`src/rtl/lsq_multi_cdb.sv`:
```
`default_nettype none
// ============================================================================
//  Module   : lsq_multi_cdb
//  Brief    : In-order load/store queue. Operands are snooped from N result
//             broadcast channels. Ops execute strictly from the head, loads are
//             sign/zero extended, and a flush keeps committed stores.
//  Revision : 1.0  initial release
// ============================================================================
module lsq_multi_cdb #(
  parameter int LSQ_WIDTH    = 3,
  parameter int LSQ_SIZE     = 2**LSQ_WIDTH,
  parameter int ROB_WIDTH    = 4,
  parameter int CDB_PORTS    = 3,
  parameter int FULL_RESERVE = 1
) (
  input  logic                           clk_in,
  input  logic                           rst_n_in,
  input  logic                           rdy_in,
  input  logic                           clear_in,
  input  logic                           issue_signal,
  input  logic                           issue_wr,
  input  logic                           issue_signed,
  input  logic [1:0]                     issue_len,
  input  logic [31:0]                    issue_base,
  input  logic                           issue_base_valid,
  input  logic [ROB_WIDTH-1:0]           issue_base_tag,
  input  logic [31:0]                    issue_data,
  input  logic                           issue_data_valid,
  input  logic [ROB_WIDTH-1:0]           issue_data_tag,
  input  logic [11:0]                    issue_offset,
  input  logic [ROB_WIDTH-1:0]           issue_rd_tag,
  input  logic                           commit_signal,
  input  logic [ROB_WIDTH-1:0]           commit_tag,
  input  logic [CDB_PORTS-1:0]           cdb_valid,
  input  logic [CDB_PORTS*ROB_WIDTH-1:0] cdb_tag,
  input  logic [CDB_PORTS*32-1:0]        cdb_value,
  output logic                           mem_signal,
  output logic                           mem_wr,
  output logic [1:0]                     mem_len,
  output logic [31:0]                    mem_addr,
  output logic [31:0]                    mem_dout,
  input  logic [31:0]                    mem_din,
  input  logic                           mem_done,
  output logic                           done_signal,
  output logic [31:0]                    done_value,
  output logic [ROB_WIDTH-1:0]           done_tag,
  output logic [LSQ_WIDTH:0]             count,
  output logic                           full
);

  localparam logic [0:0]         c_S_IDLE  = 1'b0;
  localparam logic [0:0]         c_S_REQ   = 1'b1;
  localparam logic [LSQ_WIDTH:0] c_SIZE    = (LSQ_WIDTH+1)'(LSQ_SIZE);
  localparam logic [LSQ_WIDTH:0] c_RESERVE = (LSQ_WIDTH+1)'(FULL_RESERVE);

  // Entry storage
  logic [LSQ_SIZE-1:0]  r_busy, r_wr, r_signed, r_base_valid, r_data_valid, r_committed;
  logic [1:0]           r_len      [LSQ_SIZE];
  logic [31:0]          r_base     [LSQ_SIZE];
  logic [31:0]          r_data     [LSQ_SIZE];
  logic [ROB_WIDTH-1:0] r_base_tag [LSQ_SIZE];
  logic [ROB_WIDTH-1:0] r_data_tag [LSQ_SIZE];
  logic [ROB_WIDTH-1:0] r_rd_tag   [LSQ_SIZE];
  logic [11:0]          r_offset   [LSQ_SIZE];

  logic [LSQ_WIDTH-1:0] r_head, r_tail;
  logic [LSQ_WIDTH:0]   r_count;
  logic [0:0]           r_state, w_state_next;
  logic                 r_mem_signed;
  logic [ROB_WIDTH-1:0] r_mem_tag;

  logic [LSQ_SIZE-1:0]  w_head_sel, w_tail_sel, w_commit_hit, w_keep;
  logic [LSQ_SIZE-1:0]  w_base_hit, w_data_hit;
  logic [31:0]          w_base_snoop [LSQ_SIZE];
  logic [31:0]          w_data_snoop [LSQ_SIZE];
  logic [LSQ_WIDTH:0]   w_keep_cnt;
  logic                 w_iss_base_hit, w_iss_data_hit;
  logic [31:0]          w_iss_base, w_iss_data;
  logic [32:0]          w_iss_base_snoop, w_iss_data_snoop;
  logic                 w_flush, w_push, w_pop, w_launch, w_head_ready;
  logic [31:0]          w_eff_addr, w_load_ext;

  // Look up a tag on all broadcast channels plus our own load result; the
  // lowest-numbered matching channel wins, own result has lowest priority.
  function automatic logic [32:0] snoop(
    input logic [ROB_WIDTH-1:0]           tag,
    input logic [CDB_PORTS-1:0]           v,
    input logic [CDB_PORTS*ROB_WIDTH-1:0] t,
    input logic [CDB_PORTS*32-1:0]        d,
    input logic                           dv,
    input logic [ROB_WIDTH-1:0]           dt,
    input logic [31:0]                    dval
  );
    logic [32:0] w_res;
    w_res = '0;
    if (dv && (dt == tag)) w_res = {1'b1, dval};
    for (int k = CDB_PORTS - 1; k >= 0; k--) begin
      if (v[k] && (t[k*ROB_WIDTH +: ROB_WIDTH] == tag)) w_res = {1'b1, d[k*32 +: 32]};
    end
    return w_res;
  endfunction

  assign w_flush = rdy_in & clear_in;
  assign w_push  = rdy_in & issue_signal & ~clear_in & (r_count != c_SIZE);
  // A load in flight is withdrawn by a flush; a store always completes.
  assign w_pop   = rdy_in & (r_state == c_S_REQ) & mem_done & ~(clear_in & ~mem_wr);

  assign w_head_ready = r_busy[r_head] & r_base_valid[r_head] &
                        (~r_wr[r_head] | (r_data_valid[r_head] & r_committed[r_head]));
  assign w_launch     = rdy_in & ~clear_in & (r_state == c_S_IDLE) & w_head_ready;
  assign w_eff_addr   = r_base[r_head] + {{20{r_offset[r_head][11]}}, r_offset[r_head]};

  assign w_iss_base_snoop = snoop(issue_base_tag, cdb_valid, cdb_tag, cdb_value,
                                  done_signal, done_tag, done_value);
  assign w_iss_data_snoop = snoop(issue_data_tag, cdb_valid, cdb_tag, cdb_value,
                                  done_signal, done_tag, done_value);
  assign w_iss_base_hit   = issue_base_valid | w_iss_base_snoop[32];
  assign w_iss_data_hit   = issue_data_valid | w_iss_data_snoop[32];
  assign w_iss_base       = issue_base_valid ? issue_base : w_iss_base_snoop[31:0];
  assign w_iss_data       = issue_data_valid ? issue_data : w_iss_data_snoop[31:0];

  assign count = r_count;
  assign full  = (c_SIZE - r_count) <= c_RESERVE;

  // Per-entry decode: index selects, operand snoop, commit match, flush survivors
  always_comb begin
    w_keep_cnt = '0;
    for (int i = 0; i < LSQ_SIZE; i++) begin
      w_head_sel[i]   = (r_head == LSQ_WIDTH'(i));
      w_tail_sel[i]   = (r_tail == LSQ_WIDTH'(i));
      {w_base_hit[i], w_base_snoop[i]} = snoop(r_base_tag[i], cdb_valid, cdb_tag, cdb_value,
                                               done_signal, done_tag, done_value);
      {w_data_hit[i], w_data_snoop[i]} = snoop(r_data_tag[i], cdb_valid, cdb_tag, cdb_value,
                                               done_signal, done_tag, done_value);
      w_commit_hit[i] = commit_signal & r_busy[i] & r_wr[i] & (r_rd_tag[i] == commit_tag);
      w_keep[i]       = r_busy[i] & r_wr[i] & (r_committed[i] | w_commit_hit[i]);
      w_keep_cnt      = w_keep_cnt + {{LSQ_WIDTH{1'b0}}, w_keep[i]};
    end
  end

  // Sign/zero extension of the returned memory word
  always_comb begin
    case (mem_len)
      2'b00:   w_load_ext = r_mem_signed ? {{24{mem_din[7]}}, mem_din[7:0]}
                                         : {24'b0, mem_din[7:0]};
      2'b01:   w_load_ext = r_mem_signed ? {{16{mem_din[15]}}, mem_din[15:0]}
                                         : {16'b0, mem_din[15:0]};
      default: w_load_ext = mem_din;
    endcase
  end

  // Entry array: issue write, operand capture, commit marking, pop and flush
  always_ff @(posedge clk_in or negedge rst_n_in) begin
    if (!rst_n_in) begin
      r_busy       <= '0;
      r_wr         <= '0;
      r_signed     <= '0;
      r_base_valid <= '0;
      r_data_valid <= '0;
      r_committed  <= '0;
      for (int i = 0; i < LSQ_SIZE; i++) begin
        r_len[i]      <= '0;
        r_base[i]     <= '0;
        r_data[i]     <= '0;
        r_base_tag[i] <= '0;
        r_data_tag[i] <= '0;
        r_rd_tag[i]   <= '0;
        r_offset[i]   <= '0;
      end
    end else if (rdy_in) begin
      for (int i = 0; i < LSQ_SIZE; i++) begin
        if (w_flush) begin
          r_busy[i] <= w_keep[i] & ~(w_pop & w_head_sel[i]);
          if (w_commit_hit[i]) r_committed[i] <= 1'b1;
        end else if (w_push && w_tail_sel[i]) begin
          r_busy[i]       <= 1'b1;
          r_wr[i]         <= issue_wr;
          r_signed[i]     <= issue_signed;
          r_len[i]        <= issue_len;
          r_base_valid[i] <= w_iss_base_hit;
          r_base[i]       <= w_iss_base;
          r_base_tag[i]   <= issue_base_tag;
          r_data_valid[i] <= w_iss_data_hit;
          r_data[i]       <= w_iss_data;
          r_data_tag[i]   <= issue_data_tag;
          r_offset[i]     <= issue_offset;
          r_rd_tag[i]     <= issue_rd_tag;
          r_committed[i]  <= 1'b0;
        end else begin
          if (w_pop && w_head_sel[i]) r_busy[i] <= 1'b0;
          if (r_busy[i] && !r_base_valid[i] && w_base_hit[i]) begin
            r_base_valid[i] <= 1'b1;
            r_base[i]       <= w_base_snoop[i];
          end
          if (r_busy[i] && !r_data_valid[i] && w_data_hit[i]) begin
            r_data_valid[i] <= 1'b1;
            r_data[i]       <= w_data_snoop[i];
          end
          if (w_commit_hit[i]) r_committed[i] <= 1'b1;
        end
      end
    end
  end

  // Queue pointers, occupancy, memory request fields and load result
  always_ff @(posedge clk_in or negedge rst_n_in) begin
    if (!rst_n_in) begin
      r_head       <= '0;
      r_tail       <= '0;
      r_count      <= '0;
      mem_wr       <= 1'b0;
      mem_len      <= 2'b00;
      mem_addr     <= '0;
      mem_dout     <= '0;
      r_mem_signed <= 1'b0;
      r_mem_tag    <= '0;
      done_signal  <= 1'b0;
      done_value   <= '0;
      done_tag     <= '0;
    end else if (rdy_in) begin
      r_head <= r_head + LSQ_WIDTH'(w_pop);
      if (w_flush) begin
        // Surviving committed stores sit contiguously from the head.
        r_tail  <= r_head + w_keep_cnt[LSQ_WIDTH-1:0];
        r_count <= w_keep_cnt - (LSQ_WIDTH+1)'(w_pop);
      end else begin
        r_tail  <= r_tail + LSQ_WIDTH'(w_push);
        r_count <= r_count + (LSQ_WIDTH+1)'(w_push) - (LSQ_WIDTH+1)'(w_pop);
      end
      if (w_launch) begin
        mem_wr       <= r_wr[r_head];
        mem_len      <= r_len[r_head];
        mem_addr     <= w_eff_addr;
        mem_dout     <= r_data[r_head];
        r_mem_signed <= r_signed[r_head];
        r_mem_tag    <= r_rd_tag[r_head];
      end
      done_signal <= w_pop & ~mem_wr & ~w_flush;
      if (w_pop && !mem_wr) begin
        done_value <= w_load_ext;
        done_tag   <= r_mem_tag;
      end
    end
  end

  // FSM state register
  always_ff @(posedge clk_in or negedge rst_n_in) begin
    if (!rst_n_in) r_state <= c_S_IDLE;
    else           r_state <= w_state_next;
  end

  // FSM next state: launch from IDLE, leave REQ on completion or load withdrawal
  always_comb begin
    w_state_next = r_state;
    case (r_state)
      c_S_IDLE: if (w_launch) w_state_next = c_S_REQ;
      c_S_REQ:  if (rdy_in && (mem_done || (clear_in && !mem_wr))) w_state_next = c_S_IDLE;
      default:  w_state_next = c_S_IDLE;
    endcase
  end

  // FSM output: request is valid for the whole REQ state
  always_comb begin
    mem_signal = (r_state == c_S_REQ);
  end

  // Pushing into a completely full queue is an issue-stage bug
  a_no_overflow: assert property (@(posedge clk_in) disable iff (!rst_n_in)
    !(rdy_in && issue_signal && !clear_in && (r_count == c_SIZE)));

endmodule
`default_nettype wire

```
`config.mk`:
```
export PLATFORM = sky130hd
export DESIGN_NAME = lsq_multi_cdb
export DESIGN_NICKNAME = d
export VERILOG_FILES = /design/src/rtl/lsq_multi_cdb.sv
export SDC_FILE = /design/constraint.sdc
export NUM_CORES = 2
export LEC_CHECK = 0
export BUFFER_PORTS_ARGS = -buffer_cell sky130_fd_sc_hd__clkbuf_2
export CAP_MARGIN = 20
export CELL_PAD_IN_SITES_DETAIL_PLACEMENT = 0
export CELL_PAD_IN_SITES_GLOBAL_PLACEMENT = 2
export CORE_ASPECT_RATIO = 0.75
export CORE_MARGIN = 1.5
export CORE_UTILIZATION = 35
export DETAILED_ROUTE_END_ITERATION = 8
export PLACE_DENSITY_LB_ADDON = 0.1
export RECOVER_POWER = 25
export SETUP_SLACK_MARGIN = 0.2
export SKIP_LAST_GASP = 1
export SLEW_MARGIN = 25
export SYNTH_ARGS = -nofsm -noshare
export SYNTH_HDL_FRONTEND = slang
export SYNTH_SLANG_ARGS = --single-unit
```
`constraint.sdc`:
```
create_clock -name clk_in -period 4.2 [get_ports clk_in]
set_input_delay 0.21 -clock clk_in [delete_from_list [all_inputs] [get_ports clk_in]]
set_output_delay 0.21 -clock clk_in [all_outputs]
set_load 0.05 [all_outputs]
```
Word level (Yosys, flattened, before mapping)
Index checks and enable logic that the tools add are counted.

Bits in registers: 888. Input port bits: 248. Output and inout bits: 110. Logic and storage cells: 745.

Add/subtract/negate cells: 15. $lt $le $gt $ge: 3. Equal/unequal tests: 96. Muxes and demuxes: 221. Bitwise gates (word level): 98. Reductions and logical operators: 202.

Operators with widths (count): $mux 33 (72); $mux 32 (40); $eq 4x4->1 (80); $bmux 32 s3 (2); $logic_and 1x1->1 (123); $mux 1 (88); $and 1x1->1 (72); $reduce_and 3->1 (24); $pmux 32 s2 (1); $bmux 12 s3 (1); $add 32x32->32 (1); $reduce_bool 2->1 (16); $eq 3x3->1 const B (8); $mux 12 (2); $reduce_bool 3->1 (8); $add 4x1->4 (5); $reduce_and 2->1 (10); $bmux 1 s3 (6); $logic_not 1->1 (17); $not 1->1 (14); $bmux 4 s3 (1); $eq 3x2->1 const B (4); $mux 4 (3); $or 1x1->1 (11); other kinds (21) (26).

Depth between registers and ports, before layout
Word-level depth: 14. Mapped depth: 18. Depth with buffers taken out: 17.

Worst setup path after synthesis
No wires, ideal clock.

Path type: reg2reg. Start: register r_head[0]. End: register mem_addr[29]. Library setup time: 0.135 ns. Arrival: 4.347 ns. Data required time: 4.065 ns. Setup slack: -0.282 ns. Cell stages (with the launch flop): 18. Buffers on the path: 6. Period minus slack after synthesis: 4.482 ns. Path through: dfrtp_1 > buf_2 > buf_2 > buf_2 > buf_2 > buf_2 > mux4_2 > mux2_2 > ha_1 > clkbuf_1 > nand2_1 > nor4_1 > o311ai_1 > a31oi_1 > o41ai_2 > o21ai_0 > mux2i_1 > o311ai_1.

Cells in the longest elaborated chain, start to end: 7. Elaborated cells on any way between the ends: 25. Classes of those cells: 1 x add/sub; 16 x mux; 7 x bitwise; 1 x reduce/logical.

Ends and longest elaborated chain: start: declaration (line 66) `logic [LSQ_WIDTH-1:0] r_head, r_tail;`; start signal: assignment (line 221) `r_head <= r_head + LSQ_WIDTH'(w_pop);`; parallel branches: the longest is 7 deep, another holds $add 32x32->32; end signal: assignment (line 233) `mem_addr <= w_eff_addr;`; end: declaration (line 40) `output logic [31:0] mem_addr,`.

Several ways; the timed one is not identified. The select of a mux whose other input is x is not followed. A chain may end at the register's enable or synchronous reset.

Worst setup path after layout
Start: register r_rd_tag[29] in the netlist's numbering. End: register r_tail[2].

Cells in the longest elaborated chain, start to end: 13.

Ends and longest elaborated chain: start: declaration (line 63) `logic [ROB_WIDTH-1:0] r_rd_tag [LSQ_SIZE];`; start signal: indexed assignment (line 187) `r_rd_tag[i] <= issue_rd_tag;`; $eq 4x4->1 (line 135) `w_commit_hit[i] = commit_signal & r_busy[i] & r_wr[i] & (r_rd_tag[i] == commit_tag);`; $and 1x1->1 (line 135); $or 1x1->1 (line 136) `w_keep[i] = r_busy[i] & r_wr[i] & (r_committed[i] | w_commit_hit[i]);`; $and 1x1->1 (line 136); $add 1x1->2 (line 137) `w_keep_cnt = w_keep_cnt + {{LSQ_WIDTH{1'b0}}, w_keep[i]};`; $add 2x1->3 (line 137); $add 3x1->4 (line 137); $add 4x1->4 (4 in a row) (line 137); $add 3x3->3 (line 224) `r_tail <= r_head + w_keep_cnt[LSQ_WIDTH-1:0];`; $mux 3 (line 222) `if (w_flush) begin`; end signal: assignment (line 224); end signal: assignment (line 227) `r_tail <= r_tail + LSQ_WIDTH'(w_push);`; end: declaration (line 66).

No other way between the ends.

==> impl_summary.log <==
INFO  metric outcome = finished with violations
INFO  metric failed_checks = capacitance limit, slew limit, setup timing
INFO  metric holdCritStartpoint = issue_data[26]
INFO  metric worst_ep_required_time = between 4 and 5 ns
INFO  metric netlist_area = around 65000 µm²
INFO  metric placed_instance_count = about 9.8k
INFO  metric die-width = around 500 µm
INFO  metric start_util = between 30 and 40%
INFO  metric grt_antenna_before_repair = 34
INFO  metric crit_path_end_kind = flop
INFO  metric ordered_cell_list_for_the_critical_path = xor2_1 -> nor3_2 -> a31oi_1 -> nor2_1 -> fa_1 -> inv_1 -> fa_1 -> fa_1 -> inv_1 -> ha_2 -> fa_1 -> inv_2 -> fa_2 -> xor2_1 -> xnor2_1 -> a22oi_1 -> o21ai_1
INFO  metric worst-path-max-fanout = 2
INFO  metric synth_warnings = 0
INFO  metric pwr_density_cell = between 500 and 600 nW/µm²
INFO  metric synth_sequential_area_ratio = around a third
INFO  metric power.total = approximately 44 mW
INFO  metric relSlewSlack = -75.8%
INFO  metric grt_max_degree = ~120
INFO  metric tightest_hold_check_type = input pin to flop
INFO  metric area_contributors_post_synth = sky130_fd_sc_hd__dfrtp_1 (34%), sky130_fd_sc_hd__a221oi_1 (6.5%), sky130_fd_sc_hd__mux4_2 (5.8%), sky130_fd_sc_hd__o21ai_0 (5.3%), sky130_fd_sc_hd__clkbuf_1 (5.0%)
INFO  metric synth_edf_count = 0
INFO  metric fmax = 0.224 GHz
INFO  metric via_count = between 60k and 70k
INFO  metric worst_vdd_drop = 415 µV
INFO  metric global_route_wire_length_before_repair = ~530000 µm
INFO  metric numPortBuffers = 357
INFO  metric detail_route.drc_violations = 0
INFO  metric place_worst_setup_slack = -0.354 ns
INFO  metric vias_per_cell = between 6 and 7
INFO  metric nets = slightly below 8k
INFO  metric critical_path.startpoint_type = flop
INFO  metric firstDrtPassIters = 7
INFO  metric top_library_cells_by_usage_in_the_layout_fill_and_taps_aside = sky130_fd_sc_hd__dfrtp_1 (881), sky130_fd_sc_hd__nand2_1 (820), sky130_fd_sc_hd__o21ai_0 (678)
INFO  metric critical-path-top-cell-by-count = sky130_fd_sc_hd__fa_1
INFO  metric finalWorstSetupSlack = -0.259 ns
INFO  metric maxSlewViolCount = 405
INFO  metric synth-async-reset-ratio = 100%
INFO  metric worst_setup_path_startpoint = r_rd_tag[29]$_DFFE_PN0P_
INFO  metric total_routed_wirelength = roughly 380000 µm
INFO  metric die_height = ~380 µm
INFO  metric final_design_area_no_fill = 75000 µm²
INFO  metric finalWorstPathRequiredPeriod = 4.46 ns
INFO  metric post-synth-top-area-fraction = roughly 34%
INFO  metric p_switching = roughly 20 mW
INFO  metric rsz0062_at_grt = true
INFO  metric wire_per_inst = approximately 38 µm
INFO  metric syn_nets = 7970
INFO  metric clock_tree_from_tritoncts = done
INFO  metric drv.max_cap_violation_count = 6
INFO  metric power_switching_share = ~44%
INFO  metric antenna_violating_nets_left = 0
INFO  metric core = between 150000 and 200000 µm²
INFO  metric cts_inserted_buffers = around 110
INFO  metric synthesis.area_per_instance = around 8.5 µm²
INFO  metric final_common_cell = sky130_fd_sc_hd__dfrtp_1
INFO  metric hold_ws = roughly 0.025 ns
INFO  metric die-area = ~190000 µm²
INFO  metric ys_dominant_reg_cell = sky130_fd_sc_hd__dfrtp_1
INFO  metric drt_iter0_markers = roughly 10k
INFO  metric setup_violations = 5
INFO  metric synth_top_cell_by_area = sky130_fd_sc_hd__dfrtp_1
INFO  metric cts.htree.levels = 3
INFO  metric flops_latches_synth = between 800 and 900
INFO  metric worst_slew_pin_slew = 2.64 ns
INFO  metric grt_util_all_layers = between 30% and 40%
INFO  metric worstSkewPairLatency = around 0.79 ns
INFO  metric cts.root.buffer_cell = sky130_fd_sc_hd__clkbuf_16
INFO  metric critical_path.reg2reg.startpoint = r_rd_tag[29]$_DFFE_PN0P_
INFO  metric place.gp.congestion = approximately 0.9
INFO  metric critical-path-max-stage-delay = 0.51 ns
INFO  metric leakage = just over 30 nW
INFO  metric finalHoldViolations = 0
INFO  metric cts.clk_slew.worst_paths = around 0.06 ns
INFO  metric comb_power_share = 44.1%
INFO  metric max-clock-path-buffers = 3
INFO  metric path_delay_family = adder cells
INFO  metric drive_gt1_share = 19.7%
INFO  metric cp.arrival = around 5.1 ns
INFO  metric first_global_vias = roughly 65k
INFO  metric rows = ~140
INFO  metric path_class = flop to flop
INFO  metric crit_slowest_cell = sky130_fd_sc_hd__fa_1
INFO  metric netlist-cell-type-count = 74
INFO  metric fin_setup_tns = -0.623 ns
INFO  metric clock_power_share = a little under a quarter
INFO  metric period_share = 106%
INFO  metric cp_num_buf_inv = 3
INFO  metric pin_count = 358
INFO  metric dpl-instance-area = between 60000 and 70000 µm²
INFO  metric intPower = between 20 and 25 mW
INFO  metric area.growth.synth_to_final = 15.3%
INFO  metric layout.core_utilization = between 40% and 50%
INFO  metric sequentialPowerShare = between 30 and 40%
INFO  metric cts_num_sinks = between 800 and 900
INFO  metric hpwl = approximately 230000 µm
INFO  metric synth_cells = between 7k and 8k
INFO  metric layoutNonFillerInstCount = 10.1k
INFO  metric grt_overflow = 0
INFO  metric post_route_skew = ~0.046 ns
worst register-to-register path, stage by stage, from the launching register on:
cell and delay (ns):
sky130_fd_sc_hd__dfrtp_1 0.39, sky130_fd_sc_hd__xor2_1 0.15, sky130_fd_sc_hd__nor3_2 0.26, sky130_fd_sc_hd__a31oi_1 0.15
sky130_fd_sc_hd__nor2_1 0.20, sky130_fd_sc_hd__fa_1 0.48, sky130_fd_sc_hd__inv_1 0.09, sky130_fd_sc_hd__fa_1 0.44
sky130_fd_sc_hd__fa_1 0.49, sky130_fd_sc_hd__inv_1 0.05, sky130_fd_sc_hd__ha_2 0.17, sky130_fd_sc_hd__fa_1 0.51
sky130_fd_sc_hd__inv_2 0.05, sky130_fd_sc_hd__fa_2 0.33, sky130_fd_sc_hd__xor2_1 0.16, sky130_fd_sc_hd__xnor2_1 0.14
sky130_fd_sc_hd__a22oi_1 0.18, sky130_fd_sc_hd__o21ai_1 0.08
cells in the mapped netlist (13+ instances only):
cell type and count:
sky130_fd_sc_hd__o221ai_1 32, sky130_fd_sc_hd__xor2_1 208, sky130_fd_sc_hd__clkbuf_1 870, sky130_fd_sc_hd__nor4_1 41, sky130_fd_sc_hd__a211oi_2 20, sky130_fd_sc_hd__nor2_1 596
sky130_fd_sc_hd__a22o_1 45, sky130_fd_sc_hd__o21ai_0 690, sky130_fd_sc_hd__or3_1 17, sky130_fd_sc_hd__xnor2_1 146, sky130_fd_sc_hd__buf_1 44, sky130_fd_sc_hd__buf_4 29
sky130_fd_sc_hd__mux2_2 103, sky130_fd_sc_hd__a21oi_1 136, sky130_fd_sc_hd__nand3_1 59, sky130_fd_sc_hd__a221oi_2 30, sky130_fd_sc_hd__nand2_1 827, sky130_fd_sc_hd__o22ai_1 450
sky130_fd_sc_hd__nor3_1 534, sky130_fd_sc_hd__a22o_2 19, sky130_fd_sc_hd__inv_1 125, sky130_fd_sc_hd__buf_2 164, sky130_fd_sc_hd__a22oi_1 34, sky130_fd_sc_hd__mux2i_1 113
sky130_fd_sc_hd__buf_6 13, sky130_fd_sc_hd__a221oi_1 484, sky130_fd_sc_hd__a211oi_1 431, sky130_fd_sc_hd__a31oi_1 19, sky130_fd_sc_hd__o31ai_2 29, sky130_fd_sc_hd__ha_1 47
sky130_fd_sc_hd__dfrtp_1 888, sky130_fd_sc_hd__o211ai_1 46, sky130_fd_sc_hd__mux2i_4 30, sky130_fd_sc_hd__and3_1 57, sky130_fd_sc_hd__mux4_2 168
cell type report:
type / instances / area [µm²]
repair buffers: 891 / 7050
clock inverters: 40 / 543
inverters: 128 / 480
flip-flops and latches: 888 / 22200
fillers: 18300 / 109000
multi-input cells: 5529 / 38400
well taps: 2484 / 3110
clock buffers: 158 / 3160
diodes: 12 / 30.0
power groups by stage:
stage          Combinational (mW)  Sequential [mW]  Clock, mW
4_1_cts                      18.7             14.3       10.3
3_5_place_dp                 18.5             14.4          0
5_1_grt                      20.7             14.7       10.6
6_report                     19.5             14.5       10.2
3_3_place_gp                 18.3             14.4          0
2_1_floorplan                11.4             14.3          0
worst paths after layout:
path | to | slack [ns] | depth (start not counted)
worst min-delay path | r_data[90]$_DFFE_PN0P_ | 0.02 | 4
worst max-delay path | r_tail[2]$_DFFE_PN0P_ | -0.26 | 17
worst min register to register | r_offset[66]$_DFFE_PN0P_ | 0.47 | 2
max in group asynchronous | r_base[215]$_DFFE_PN0P_ | 0.21 | 5
worst max register to register | r_tail[2]$_DFFE_PN0P_ | -0.26 | 17
min in group asynchronous | count[2]$_DFFE_PN0P_ | 0.79 | 2
timing repair:
| item | CTS | global route |
|---|---|---|
| gates resized for setup | 14 | 36 |
| endpoints found under the hold margin | 612 | 0 |
| setup endpoints to repair | 16 | 19 |
| cloned | 1 | 0 |
| hold buffers | 109 | 0 |
| buffers inserted | 12 | 13 |
| pin swaps | 17 | 11 |
metal layers:
layer / vias to the layer above / global-route usage [%] / wire length, µm
met1: 34400 / 54.8 / 160000
met3: 1023 / 13.8 / 49900
met2: 5099 / 54.3 / 153000
met4: 26 / 15.8 / 17600
li1: 28200 / - / -
met5: - / 0.461 / 256
registers in the layout, summed over array words and instances, names as in the netlist, 8 cells and up:
signal and count:
r_busy 8, r_data_tag 32, done_value 32, r_data 256
r_rd_tag 32, mem_addr 32, r_committed 8, mem_dout 32
r_signed 8, r_wr 8, r_base_valid 8, r_base_tag 32
r_len 16, r_data_valid 8, r_offset 96, r_base 256
logic make-up (layout without fill, tap and decap cells):
logic type      Yosys count  after routing  share of synthesized area, %
flops                   888            888                          34.1
xor+xnor                354            354                          4.76
compound gates         2514           2514                          26.9
simple gates           2193           2193                          14.9
fa+ha+maj                54             54                          1.12
mux                     414            414                          10.4
buf+inv                1251           1217                          7.85
other cells               0             12                             0
(Power assumes the default switching activity.)
